--- src/rtl/twiddle_seq_gen_if.sv ---
// Request/response bundle for twiddle_seq_gen: stage-run and lookup requests in,
// twiddle beats out under valid/ready.
interface twiddle_seq_gen_if #(
  parameter int LOG2N = 6,
  parameter int W     = 16
);
  localparam int SW = $clog2(LOG2N);

  logic                 start;
  logic [SW-1:0]        stage;
  logic                 inverse;
  logic                 rd_valid;
  logic [LOG2N-2:0]     rd_k;
  logic                 busy;
  logic                 out_valid;
  logic                 out_ready;
  logic signed [W-1:0]  out_real;
  logic signed [W-1:0]  out_imag;
  logic                 out_last;

  modport master (
    output start, stage, inverse, rd_valid, rd_k, out_ready,
    input  busy, out_valid, out_real, out_imag, out_last
  );

  modport slave (
    input  start, stage, inverse, rd_valid, rd_k, out_ready,
    output busy, out_valid, out_real, out_imag, out_last
  );
endinterface

--- src/rtl/twiddle_seq_gen.sv ---
// Radix-2 DIT twiddle generator: quarter-wave cosine table folded to W_N^k, fed either by a
// per-stage butterfly-order sequencer or by single idle-time lookups. Two-stage pipeline.
module twiddle_seq_gen #(
  parameter int LOG2N = 6,
  parameter int W     = 16,
  parameter int FRAC  = 13
) (
  input  logic             clk,
  input  logic             rst_n,
  twiddle_seq_gen_if.slave bus
);
  localparam int N  = 1 << LOG2N;
  localparam int Q  = N / 4;
  localparam int KW = LOG2N - 1;
  localparam int SW = $clog2(LOG2N);
  localparam logic [KW-1:0] QK     = KW'(Q);
  localparam logic [KW-1:0] B_LAST = KW'(N / 2 - 1);
  localparam real PI = 3.14159265358979323846;

  // Table is built at elaboration with round(cos(2*pi*i/N) * 2**FRAC), so no image file is needed.
  function automatic int cos_q(input int i);
    real x, term, sum, scale;
    x     = 2.0 * PI * real'(i) / real'(N);
    term  = 1.0;
    sum   = 1.0;
    for (int n = 1; n < 30; n++) begin
      term = -term * x * x / real'((2 * n - 1) * (2 * n));
      sum  = sum + term;
    end
    scale = 1.0;
    for (int f = 0; f < FRAC; f++) scale = scale * 2.0;
    return $rtoi(sum * scale + 0.5);
  endfunction

  logic signed [W-1:0] ctab [0:Q];
  for (genvar gi = 0; gi <= Q; gi++) begin : g_tab
    localparam int CV = cos_q(gi);
    assign ctab[gi] = W'(CV);
  end

  typedef enum logic [1:0] {IDLE, RUN, DRAIN} state_e;
  state_e        state_q, state_d;
  logic [KW-1:0] b_q, b_d;
  logic [SW-1:0] stage_q, stage_d;
  logic          inv_q, inv_d;
  logic          en;
  logic [KW-1:0] j_mask, seq_k;
  logic          iss_vld, iss_inv, iss_last;
  logic [KW-1:0] iss_k;

  assign en = !bus.out_valid || bus.out_ready;

  always_comb begin
    j_mask = KW'((32'd1 << stage_q) - 32'd1);
    seq_k  = (b_q & j_mask) << (KW - 32'(stage_q));
  end

  // Requests only enter while the pipeline can advance; a stall freezes the sequencer too.
  always_comb begin
    state_d  = state_q;
    b_d      = b_q;
    stage_d  = stage_q;
    inv_d    = inv_q;
    iss_vld  = 1'b0;
    iss_k    = '0;
    iss_inv  = 1'b0;
    iss_last = 1'b0;
    unique case (state_q)
      IDLE: if (en) begin
        if (bus.start && (32'(bus.stage) < LOG2N)) begin
          state_d = RUN;
          b_d     = KW'(1);
          stage_d = bus.stage;
          inv_d   = bus.inverse;
          iss_vld = 1'b1;
          iss_inv = bus.inverse;
        end else if (bus.rd_valid && !bus.start) begin
          iss_vld = 1'b1;
          iss_k   = bus.rd_k;
          iss_inv = bus.inverse;
        end
      end
      RUN: if (en) begin
        iss_vld  = 1'b1;
        iss_k    = seq_k;
        iss_inv  = inv_q;
        iss_last = (b_q == B_LAST);
        b_d      = b_q + KW'(1);
        if (b_q == B_LAST) state_d = DRAIN;
      end
      DRAIN: if (bus.out_valid && bus.out_ready && bus.out_last) state_d = IDLE;
      default: state_d = IDLE;
    endcase
  end

  always_ff @(posedge clk) begin
    if (!rst_n) begin
      state_q <= IDLE;
      b_q     <= '0;
      stage_q <= '0;
      inv_q   <= 1'b0;
    end else begin
      state_q <= state_d;
      b_q     <= b_d;
      stage_q <= stage_d;
      inv_q   <= inv_d;
    end
  end

  // S1: fold k into table addresses and sign flags
  logic [KW-1:0] fold_re_idx, fold_im_idx;
  logic          fold_re_neg;

  always_comb begin
    if (iss_k <= QK) begin
      fold_re_idx = iss_k;
      fold_re_neg = 1'b0;
      fold_im_idx = QK - iss_k;
    end else begin
      fold_re_idx = QK - (iss_k - QK);
      fold_re_neg = 1'b1;
      fold_im_idx = iss_k - QK;
    end
  end

  logic          s1_vld_q, s1_last_q, s1_re_neg_q, s1_im_neg_q;
  logic [KW-1:0] s1_re_idx_q, s1_im_idx_q;

  always_ff @(posedge clk) begin
    if (en) begin
      s1_re_idx_q <= fold_re_idx;
      s1_im_idx_q <= fold_im_idx;
      s1_re_neg_q <= fold_re_neg;
      s1_im_neg_q <= !iss_inv;
      s1_last_q   <= iss_last;
    end
  end

  // S2: table read, sign apply, output register
  logic signed [W-1:0] re_mag, im_mag, re_d, im_d;
  logic signed [W-1:0] out_real_q, out_imag_q;
  logic                out_valid_q, out_last_q;

  always_comb begin
    re_mag = ctab[s1_re_idx_q];
    im_mag = ctab[s1_im_idx_q];
    re_d   = s1_re_neg_q ? -re_mag : re_mag;
    im_d   = s1_im_neg_q ? -im_mag : im_mag;
  end

  always_ff @(posedge clk) begin
    if (!rst_n) begin
      s1_vld_q    <= 1'b0;
      out_valid_q <= 1'b0;
      out_last_q  <= 1'b0;
      out_real_q  <= '0;
      out_imag_q  <= '0;
    end else if (en) begin
      s1_vld_q    <= iss_vld;
      out_valid_q <= s1_vld_q;
      out_last_q  <= s1_vld_q && s1_last_q;
      if (s1_vld_q) begin
        out_real_q <= re_d;
        out_imag_q <= im_d;
      end
    end
  end

  assign bus.busy      = (state_q != IDLE);
  assign bus.out_valid = out_valid_q;
  assign bus.out_last  = out_last_q;
  assign bus.out_real  = out_real_q;
  assign bus.out_imag  = out_imag_q;
endmodule
--- src/flat_wrapper.sv ---
// flat-port wrapper written by rule: the top's interface ports become plain ports
module twiddle_seq_gen_flat 
#(
  parameter int LOG2N = 6,
  parameter int W     = 16,
  parameter int FRAC  = 13
)
  (clk, rst_n, bus_start, bus_stage, bus_inverse, bus_rd_valid, bus_rd_k, bus_out_ready, bus_busy, bus_out_valid, bus_out_real, bus_out_imag, bus_out_last);
  twiddle_seq_gen_if #(.LOG2N(LOG2N), .W(W)) bus_i ();
  input  logic clk;
  input  logic rst_n;
  input wire logic [$bits(bus_i.start)-1:0] bus_start;
  input wire logic [$bits(bus_i.stage)-1:0] bus_stage;
  input wire logic [$bits(bus_i.inverse)-1:0] bus_inverse;
  input wire logic [$bits(bus_i.rd_valid)-1:0] bus_rd_valid;
  input wire logic [$bits(bus_i.rd_k)-1:0] bus_rd_k;
  input wire logic [$bits(bus_i.out_ready)-1:0] bus_out_ready;
  output wire logic [$bits(bus_i.busy)-1:0] bus_busy;
  output wire logic [$bits(bus_i.out_valid)-1:0] bus_out_valid;
  output wire logic [$bits(bus_i.out_real)-1:0] bus_out_real;
  output wire logic [$bits(bus_i.out_imag)-1:0] bus_out_imag;
  output wire logic [$bits(bus_i.out_last)-1:0] bus_out_last;
  assign bus_i.start = bus_start;
  assign bus_i.stage = bus_stage;
  assign bus_i.inverse = bus_inverse;
  assign bus_i.rd_valid = bus_rd_valid;
  assign bus_i.rd_k = bus_rd_k;
  assign bus_i.out_ready = bus_out_ready;
  assign bus_busy = bus_i.busy;
  assign bus_out_valid = bus_i.out_valid;
  assign bus_out_real = bus_i.out_real;
  assign bus_out_imag = bus_i.out_imag;
  assign bus_out_last = bus_i.out_last;
  twiddle_seq_gen #(.LOG2N(LOG2N), .W(W), .FRAC(FRAC)) u_core (.clk(clk), .rst_n(rst_n), .bus(bus_i));
endmodule
--- config.mk ---
export PLATFORM = sky130hd
export DESIGN_NAME = twiddle_seq_gen_flat
export DESIGN_NICKNAME = d
export VERILOG_FILES = /design/src/rtl/twiddle_seq_gen_if.sv /design/src/rtl/twiddle_seq_gen.sv /design/src/flat_wrapper.sv
export SDC_FILE = /design/constraint.sdc
export NUM_CORES = 1
export LEC_CHECK = 0
export ABC_AREA = 1
export BUFFER_PORTS_ARGS = -buffer_cell sky130_fd_sc_hd__buf_2
export CAP_MARGIN = 20
export CORE_ASPECT_RATIO = 1.2
export CORE_MARGIN = 3
export CORE_UTILIZATION = 64
export DETAILED_ROUTE_END_ITERATION = 6
export PLACE_DENSITY = 0.86
export SKIP_LAST_GASP = 1
export SYNTH_ARGS = -nofsm -noshare
export SYNTH_HDL_FRONTEND = slang
export SYNTH_SLANG_ARGS = --single-unit
--- constraint.sdc ---
create_clock -name clk -period 5.25 [get_ports clk]
set_input_delay 0 -clock clk [delete_from_list [all_inputs] [get_ports clk]]
set_output_delay 0 -clock clk [all_outputs]
set_load 0.01 [all_outputs]
==> results of run 1 <==
[worst max-delay path, cell delays in order (launching register included)]
cell,delay (ns)
dfxtp_1,0.47
inv_2,0.13
nor2_4,0.16
nand2_1,0.07
ha_1,0.29
inv_1,0.07
nand3_1,0.09
o21ai_1,0.14
nand2_1,0.06
nand2_1,0.08
nand2_1,0.12
ha_1,0.27
xor2_1,0.20
nand2_1,0.08
o21ai_0,0.08
inv_1,0.06
[cell usage after synthesis, types with 2 or more instances]
cell type    n  area [sq um]
inv_1       64         240.2
o21ai_1      5         25.02
o211ai_1     5         37.54
clkbuf_1     7         26.28
nor2_2      11         68.82
a21oi_1     31         155.2
o21ai_2      3         26.28
buf_4        2         15.01
nand4_1      8         50.05
buf_6        2         22.52
o21ai_0     39         195.2
edfxtp_1    12         360.4
a21oi_2      2         17.52
nor2_4       8         90.09
ha_1        21         262.8
nor3_1       6         30.03
inv_2       15         56.30
nand2_2     14         87.58
xnor2_1      2         17.52
dfxtp_1     46         920.9
nand2_4      2         22.52
buf_2        7         35.03
nand2_1    159         596.8
nand3_1     69         345.3
xor2_1       5         43.79
nor2_1      53         198.9
a22oi_1      2         15.01
nand3_2      8         80.08
or2_1        2         12.51
a31oi_1      5         31.28
[state kept, by name (all words and copies together), names as in the netlist, 2 cells and up]
name,cells
u_core.b_q,5
u_core.bus.out_imag,16
u_core.bus.out_real,16
u_core.s1_im_idx_q,5
u_core.s1_re_idx_q,4
u_core.stage_q,3
u_core.state_q,2
[area by class of cell]
class | count | area (sq um) | area share
Multi-Input combinational cell | 468 | 2512 | 0.5375
Sequential cell | 58 | 1281 | 0.2741
Inverter | 80 | 300.3 | 0.06424
Timing Repair Buffer | 53 | 290.3 | 0.06210
Clock buffer | 11 | 162.7 | 0.03480
Tap cell | 82 | 102.6 | 0.02195
Clock inverter | 4 | 25.02 | 0.005353
[worst paths after layout]
path	cells after the start	slack, ns	end
worst min register to register	2	0.47	u_core.bus.out_real[14]$_SDFFE_PN0P_
worst min-delay path	3	0.1	u_core.s1_im_idx_q[0]$_DFFE_PN_
worst max register to register	15	2.63	u_core.s1_im_idx_q[2]$_DFFE_PN_
worst max-delay path	15	2.63	u_core.s1_im_idx_q[2]$_DFFE_PN_
[cell families after synthesis]
kind of cell / Yosys count / synth area share
xor gates and xnor gates: 7 / 0.01462
AOI/OAI and AO/OA: 98 / 0.1379
DFF: 58 / 0.3056
adders and majority gates: 21 / 0.06267
buffers and inverters: 98 / 0.09519
and+or+nand+nor: 342 / 0.3841
[power groups by stage]
stage | registers [uW] | clock network [uW] | logic (uW)
final | 573 | 390 | 646
after global routing | 580 | 411 | 720
after CTS | 571 | 393 | 636
after detailed placement | 580 | 0 | 627
after global placement | 579 | 0 | 616
after floorplan | 564 | 0 | 498
[routing by layer]
metal  wire, um  track usage
met2       5608       0.5401
met4        449       0.1549
met5          0            0
met1       4019       0.3013
met3        628      0.05344
[through the flow]
step	power, uW	hold WS [ns]
finish	1609	0.09938
global route	1711	0.1198
detailed placement	1208	0.2622
CTS	1600	0.09342
floorplan	1062	0.1349
global placement	1195	0.2567
[layout by cell type, fill, tap and decap left out, types with 2 or more instances in the layout]
| master | count |
|---|---|
| nand3_1 | 69 |
| nor3_1 | 6 |
| nand2_1 | 159 |
| a22oi_1 | 2 |
| ha_1 | 21 |
| dfxtp_1 | 46 |
| nand2_4 | 2 |
| xor2_1 | 5 |
| o21ai_2 | 3 |
| a21oi_2 | 2 |
| nor2_2 | 11 |
| nor2_1 | 53 |
| clkinvlp_4 | 2 |
| xnor2_1 | 2 |
| nand3_2 | 8 |
| inv_2 | 15 |
| inv_1 | 64 |
| dlygate4sd3_1 | 5 |
| nor2_4 | 8 |
| buf_2 | 48 |
| o211ai_1 | 5 |
| o21ai_1 | 5 |
| clkbuf_8 | 10 |
| edfxtp_1 | 12 |
| a31oi_1 | 5 |
| o21ai_0 | 39 |
| nand2_2 | 14 |
| or2_1 | 2 |
| a21oi_1 | 31 |
| clkinv_2 | 2 |
| nand4_1 | 8 |
[timing repair]
| item | 4_1_cts | 5_1_grt |
|---|---|---|
| hold buffers | 5 | 0 |
| endpoints found under the hold margin | 5 | 0 |
| buffers inserted | 0 | 0 |
==> impl_metrics.yaml, run 1 <==
route:
  remaining_drc_errors: 0
  wl_per_cell_um: 14.16
  ant_nets: 0
  vias_per_cell: 5.672
  dr_total_vias: 4288
  drt_iter0_drc: 277
  dr.pass1.iters: 5
  drt-total-wl_um: 10710
place:
  placed_cells: 736
  place.gp.congestion: 1.010
  port_buffers: 48
  dp_hpwl_um: 7916
  post-place-ws_ns: 2.678
  placed_cell_area_sq_mm: 0.004437
cts:
  cts_max_path_buffers: 2
  numCtsBuffers: 9
  h-tree-depth: 3
  cts_resized: 0
  clk_pin_slew_ns: 0.06
  cts_sinks: 58
  cts-root-buf: "clkbuf_8"
  cts_tree: "done"
  clk_latency_ns: 0.35
floorplanning:
  die_w_um: 79.89
  initial_utilization: 0.6756
  rows: 31
  core-area_sq_mm: 0.006206
  die_y_um: 94.67
  ioPinCount: 49
  die_area_sq_mm: 0.007562
critical_path:
  critical_path_class: "flip-flop to flip-flop"
  startpoint: "u_core.stage_q[0]$_SDFFE_PN0P_"
  critPathArrivalTime_ns: 2.72
  worstPathRequired_ns: 5.35
  crit_path_max_fanout: 7
  start_kind: "flip-flop"
  r2r_start: "u_core.stage_q[0]$_SDFFE_PN0P_"
  end_kind: "flip-flop"
finish:
  nNetsFinal: 705
  stdcell_area_sq_mm: 0.004674
  diodes: 0
  fillers: 503
  drive_gt1_frac: 0.1944
  fin_util: 0.7532
  syn2layout_area_growth_pct: 11.49
  fin_cells: 756
pwr:
  clockPowerShare: 0.242
  p_switching_uw: 674.2
  seq_power_share: 0.356
  total_leakage_power_uw: 0.002354
  combPwrFrac: 0.402
  switching_share: 0.4191
  internal-power_uw: 934.6
  irDropWorstVdd_mv: 0.2477
  power.density_mw_per_mm2: 344.2
sta:
  slew_viol_final: 0
  tightest_slew_ns: 1.075
  max_freq_ghz: 0.3819
  fin_setup_tns_ns: 0
  relSlewSlack: 0.2815
  setup_viol: 0
  setup_ws_ns: 2.632
  fin_crit_sh: 0.4987
  rsz0062_at_grt: "no"
  fin_worst_skew_ns: 0.004911
  fin_crit_ns: 2.618
  finalHoldViolCount: 0
grt:
  grt_use_total: 0.2893
  grt_pass1_wl_um: 17160
  first_global_vias: 3899
  grt_max_degree: 55
  grt-ovfl-total: 0
  antenna_found_initial: 0
min_path:
  hold_class: "input pin to flip-flop"
  worstHoldStart: "bus_rd_k[0]"
yosys:
  synth_edf_count: 12
  ys_async_sr_fraction: 0
  yosys_warnings: 0
  synth_seq_cells: 58
  yosysUniqueCellTypes: 39
  ys_seq_area_frac: 0.3056
  netlist_instances: 624
  synth-main-ff-cell: "dfxtp_1"
  netlist_area_sq_mm: 0.004193
  syn_area_per_cell_sq_um: 6.719
  synthesis.nets: 659
outcome:
  status: "completed"
job:
  maxCapViolCount: 0
No activity file was read; power rests on OpenSTA's default activity.
==> inputs of run 2 (changes only) <==
--- a/config.mk
+++ b/config.mk
@@ -10,9 +10,9 @@
 export CAP_MARGIN = 20
 export CORE_ASPECT_RATIO = 1.2
 export CORE_MARGIN = 3
-export CORE_UTILIZATION = 64
+export CORE_UTILIZATION = 54
 export DETAILED_ROUTE_END_ITERATION = 6
-export PLACE_DENSITY = 0.86
+export PLACE_DENSITY = 0.78
 export SKIP_LAST_GASP = 1
 export SYNTH_ARGS = -nofsm -noshare
 export SYNTH_HDL_FRONTEND = slang
==> constraint.sdc (replaced) <==
create_clock -name clk -period 2.4 [get_ports clk]
set_input_delay 0 -clock clk [delete_from_list [all_inputs] [get_ports clk]]
set_output_delay 0 -clock clk [all_outputs]
set_load 0.01 [all_outputs]
==> run 2 against run 1 <==
  * Sequential share of layout area shrank 1.1 points
  * Sequential cell count is the same
  * Critical path depth shrank 1
  * Largest power group unchanged
  * Utilization shrank 9.2 points
  * First-iteration DRC count grew 8.3%
==> impl_metrics.yaml, run 2 (synthesis results as in run 1) <==
floorplanning:
  die_area_sq_mm: 0.008862
  die_y_um: 102.5
  initial_utilization: 0.5664
  core-area_sq_mm: 0.007402
  ioPinCount: 49
  rows: 34
  die_w_um: 86.44
place:
  placed_cell_area_sq_mm: 0.004609
  port_buffers: 48
  placed_cells: 764
  post-place-ws_ns: 0.06421
  place.gp.congestion: 0.9587
  dp_hpwl_um: 8456
critical_path:
  startpoint: "u_core.stage_q[1]$_SDFFE_PN0P_"
  critPathBufInv: 2
  start_kind: "flip-flop"
  worstPathRequired_ns: 2.49
  path_cells: "nor2_4 > nand2_1 > ha_1 > inv_1 > nand3_1 > o21ai_1 > nand2_1 > nand2_1 > nand2_1 > ha_2 > xor2_1 > nand2_1 > o21ai_0 > inv_1"
  crit_path_max_incr_delay_ns: 0.39
  r2r_slack_ns: 0.12
  critical_path_class: "flip-flop to flip-flop"
  critPathArrivalTime_ns: 2.37
  end_kind: "flip-flop"
  path_common_cell: "nand2_1"
  slowest_stage: "dfxtp_4"
  crit_family: "simple AND/OR/NAND/NOR gates"
  r2r_start: "u_core.stage_q[1]$_SDFFE_PN0P_"
  crit_path_max_fanout: 9
route:
  vias_per_cell: 5.443
  dr.pass1.iters: 5
  ant_nets: 0
  drt-total-wl_um: 11030
  wl_per_cell_um: 14.04
  remaining_drc_errors: 0
  drt_iter0_drc: 300
  dr_total_vias: 4278
grt:
  first_global_vias: 3950
  grt_use_total: 0.2609
  grt_max_degree: 30
  grt_pass1_wl_um: 18420
  antenna_found_initial: 0
  grt-ovfl-total: 0
finish:
  drive_gt1_frac: 0.2241
  diodes: 0
  stdcell_area_sq_mm: 0.004897
  nNetsFinal: 726
  fin_cells: 786
  syn2layout_area_growth_pct: 16.80
  mostFrequentLayoutCell: "nand2_1"
  final_cell_mix: "nand2_1, nand3_1, inv_1"
sta:
  slew_viol_final: 0
  setup_ws_ns: 0.1206
  finalHoldViolCount: 0
  rsz0062_at_grt: "yes"
  setup_viol: 0
  whs_ns: 0.1066
  tightest_slew_ns: 0.6055
  fin_crit_ns: 2.279
  fin_crit_sh: 0.9497
  max_freq_ghz: 0.4387
  relSlewSlack: 0.5963
  fin_setup_tns_ns: 0
  fin_worst_skew_ns: 0.007969
cts:
  h-tree-depth: 3
  cts_tree: "done"
  numCtsBuffers: 9
  clk_pin_slew_ns: 0.07
  clk_latency_ns: 0.34
  cts-root-buf: "clkbuf_8"
  cts_max_path_buffers: 2
  cts_sinks: 58
pwr:
  combPwrFrac: 0.405
  switching_share: 0.4017
  seq_power_share: 0.331
  internal-power_uw: 2220
  clockPowerShare: 0.264
  total_leakage_power_uw: 0.002480
  irDropWorstVdd_mv: 0.4519
  p_switching_uw: 1491
  power.density_mw_per_mm2: 757.8
outcome:
  status: "completed"
min_path:
  hold_class: "input pin to flip-flop"
  worstHoldStart: "rst_n"
job:
  maxCapViolCount: 0
## run 2: cell count changes in the layout (fill, tap and decap cells not counted), sizes merged
| cell | previous run | this run |
|---|---|---|
| buf | 48 | 69 |
| clkinv | 3 | 4 |
| clkinvlp | 2 | 0 |
| clkbuf | 11 | 12 |
| bufinv | 0 | 1 |
## run 2: area by class of cell
cell class	count	area [sq um]
Multi-Input combinational cell	468	2517
Fill cell	670	2505
Sequential cell	58	1289
Timing Repair Buffer	74	460.4
Inverter	80	302.8
Clock buffer	12	166.4
Tap cell	90	112.6
Clock inverter	4	48.80
## run 2: final timing paths
check | cells after the start | endpoint
setup / recovery | 14 | u_core.s1_re_idx_q[2]$_DFFE_PN_
hold / removal | 3 | u_core.stage_q[0]$_SDFFE_PN0P_
setup reg to reg | 14 | u_core.s1_re_idx_q[2]$_DFFE_PN_
hold reg to reg | 2 | u_core.bus.out_real[14]$_SDFFE_PN0P_
## run 2: timing repair
action / in CTS / in global routing
resized for setup: 0 / 7
endpoints found under the hold margin: 5 / 0
setup buffers: 0 / 1
endpoints found under the setup margin: 0 / 14
hold buffers: 5 / 0
## run 2: layer usage
metal / up-vias / track usage / wire length [um]
met2: 150 / 0.4352 / 5369
met5: - / 0 / 0
met3: 28 / 0.05036 / 572
met4: 0 / 0.1379 / 421
li1: 2168 / - / -
met1: 1932 / 0.3183 / 4670
## run 2: tightest hold or removal path, stage by stage
cell,delay (ns)
buf_2,0.24
o21ai_0,0.12
a21oi_1,0.04
## run 2: power groups by stage
stage	Combinational (uW)	Clock, uW	Sequential [uW]
after floorplan	1090	0	1230
after global placement	1450	0	1250
after detailed placement	1470	0	1250
after CTS	1490	998	1230
after global routing	1690	1040	1240
final	1500	978	1230
## run 2: per-stage QoR
stage	util	power, uW
2_1_floorplan	-	2323
3_3_place_gp	0.6227	2693
3_5_place_dp	0.6227	2721
4_1_cts	0.6586	3713
5_1_grt	0.6616	3981
6_report	0.6616	3711
==> inputs of run 3 (changes only) <==
--- a/config.mk
+++ b/config.mk
@@ -10,9 +10,9 @@
 export CAP_MARGIN = 20
 export CORE_ASPECT_RATIO = 1.2
 export CORE_MARGIN = 3
-export CORE_UTILIZATION = 54
+export CORE_UTILIZATION = 64
 export DETAILED_ROUTE_END_ITERATION = 6
-export PLACE_DENSITY = 0.78
+export PLACE_DENSITY = 0.86
 export SKIP_LAST_GASP = 1
 export SYNTH_ARGS = -nofsm -noshare
 export SYNTH_HDL_FRONTEND = slang
==> constraint.sdc (replaced) <==
create_clock -name clk -period 2.8 [get_ports clk]
set_input_delay 0 -clock clk [delete_from_list [all_inputs] [get_ports clk]]
set_output_delay 0 -clock clk [all_outputs]
set_load 0.01 [all_outputs]
==> run 3 against run 2 <==
  * Hold slack got worse by 0.086 ns
  * Maximum frequency is 12% lower
  * Total power shrank 15%
  * Critical path depth grew 3
  * Combinational power shrank 19%
  * Register-to-register slack better by 0.09 ns
  * Sequential power fell by 13%
  * Worst setup slack improved by 0.086 ns
  * Critical path type unchanged
  * Largest cell class unchanged
  * Sequential share of layout area increased by 0.81 points
  * First-iteration DRC count is 28% lower
  * Cell count is 3.6% lower
  * Largest power group unchanged
  * Utilization is 9.9 points higher
==> impl_metrics.yaml, run 3 (synthesis results as in run 1) <==
outcome:
  status: "completed"
sta:
  max_freq_ghz: 0.3856
  fin_crit_ns: 2.594
  tightest_slew_ns: 0.6801
  slew_viol_final: 0
  fin_crit_sh: 0.9263
  fin_worst_skew_ns: 0.008345
  relSlewSlack: 0.5438
  fin_setup_tns_ns: 0
  rsz0062_at_grt: "no"
  setup_viol: 0
  finalHoldViolCount: 0
route:
  ant_nets: 0
  drt-total-wl_um: 10900
  remaining_drc_errors: 0
  dr_total_vias: 4230
  drt_iter0_drc: 216
  vias_per_cell: 5.580
  wl_per_cell_um: 14.38
  dr.pass1.iters: 5
finish:
  diodes: 0
  fillers: 498
  final_cell_mix: "nand2_1, nand3_1, inv_1"
  nNetsFinal: 706
  stdcell_area_sq_mm: 0.004723
  drive_gt1_frac: 0.1982
  mostFrequentLayoutCell: "nand2_1"
  syn2layout_area_growth_pct: 12.65
cts:
  clk_latency_ns: 0.34
  cts-root-buf: "clkbuf_8"
  cts_sinks: 58
  numCtsBuffers: 9
  clk_pin_slew_ns: 0.07
  cts_max_path_buffers: 2
  cts_tree: "done"
  h-tree-depth: 3
  cts_resized: 0
floorplanning:
  die_w_um: 79.89
  initial_utilization: 0.6756
  rows: 31
  die_y_um: 94.67
  core-area_sq_mm: 0.006206
  ioPinCount: 49
  die_area_sq_mm: 0.007562
grt:
  grt_use_total: 0.3069
  grt_pass1_wl_um: 18220
  antenna_found_initial: 0
  first_global_vias: 4165
  grt_max_degree: 34
  grt-ovfl-total: 0
critical_path:
  path_cells: "inv_2 > nor2_4 > nand2_1 > ha_1 > inv_1 > nand3_1 > o21ai_1 > nand2_1 > nand2_1 > nand2_1 > ha_1 > nand2_2 > inv_2 > nand2_4 > nand2_2 > nand2_1 > o21ai_2"
  crit_family: "simple AND/OR/NAND/NOR gates"
  path_common_cell: "nand2_1"
  slowest_stage: "dfxtp_1"
  crit_path_max_incr_delay_ns: 0.46
  worstPathRequired_ns: 2.89
  critical_path_class: "flip-flop to flip-flop"
  r2r_slack_ns: 0.21
  critPathBufInv: 3
  end_kind: "flip-flop"
  crit_path_max_fanout: 7
  start_kind: "flip-flop"
  critPathArrivalTime_ns: 2.68
pwr:
  p_total_uw: 3140
  irDropWorstVdd_mv: 0.4091
  power.density_mw_per_mm2: 664.7
  total_leakage_power_uw: 0.002387
place:
  placed_cell_area_sq_mm: 0.004464
  place.gp.congestion: 0.9614
  dp_hpwl_um: 8040
  port_buffers: 48
min_path:
  hold_class: "input pin to flip-flop"
job:
  maxCapViolCount: 0
## run 3: repair_timing
| item | in CTS | in global routing |
|---|---|---|
| hold buffers | 4 | 0 |
| setup buffers | 0 | 0 |
| endpoints found under the hold margin | 4 | 0 |
| setup endpoints to repair | 0 | 0 |
## run 3: path summary, 6_finish.rpt
check / endpoint / startpoint / depth (start not counted)
setup / recovery: u_core.s1_im_idx_q[1]$_DFFE_PN_ / u_core.stage_q[0]$_SDFFE_PN0P_ / 17
hold / removal: u_core.state_q[1]$_SDFFE_PN0P_ / bus_out_ready / 4
setup reg to reg: u_core.s1_im_idx_q[1]$_DFFE_PN_ / u_core.stage_q[0]$_SDFFE_PN0P_ / 17
hold reg to reg: u_core.bus.out_imag[1]$_SDFFE_PN0P_ / u_core.bus.out_imag[1]$_SDFFE_PN0P_ / 2
## run 3: report_power, final
group	leakage [uW]	switching, uW	internal, uW	total (uW)
Clock	0.000116	372	492	865
Sequential	0.000513	117	951	1070
Combinational	0.00176	792	415	1210
## run 3: per-stage QoR
stage	hold slack, ns	utilization	worst slack (ns)	std cells
6_report	0.02031	0.7611	0.2063	758
2_1_floorplan	0.1349	-	0.4951	624
5_1_grt	0.03668	0.7611	0.009789	758
3_5_place_dp	0.2643	0.7194	0.2496	738
4_1_cts	0.002258	0.7611	0.2357	758
3_3_place_gp	0.2505	0.7194	0.4028	738
## run 3: area by class of cell
| cell class | count | area (sq um) | area share |
|---|---|---|---|
| Multi-Input combinational cell | 468 | 2512 | 0.5319 |
| Sequential cell | 58 | 1281 | 0.2713 |
| Timing Repair Buffer | 54 | 307.8 | 0.06517 |
| Inverter | 80 | 300.3 | 0.06358 |
| Clock buffer | 11 | 162.7 | 0.03444 |
| Tap cell | 82 | 102.6 | 0.02172 |
| Clock inverter | 5 | 56.30 | 0.01192 |
## run 3: tightest hold or removal path: stages
cell and delay, ns:
buf_2 0.09, nand3_1 0.09, nand3_1 0.07, a21oi_1 0.06
## run 3: routing by layer
layer | vias up | share of wire | track usage
met5 | - | 0 | 0
met3 | 40 | 0.045 | 0.05344
met2 | 141 | 0.52 | 0.5587
met1 | 1926 | 0.39 | 0.3260
li1 | 2123 | - | -
met4 | 0 | 0.050 | 0.1831
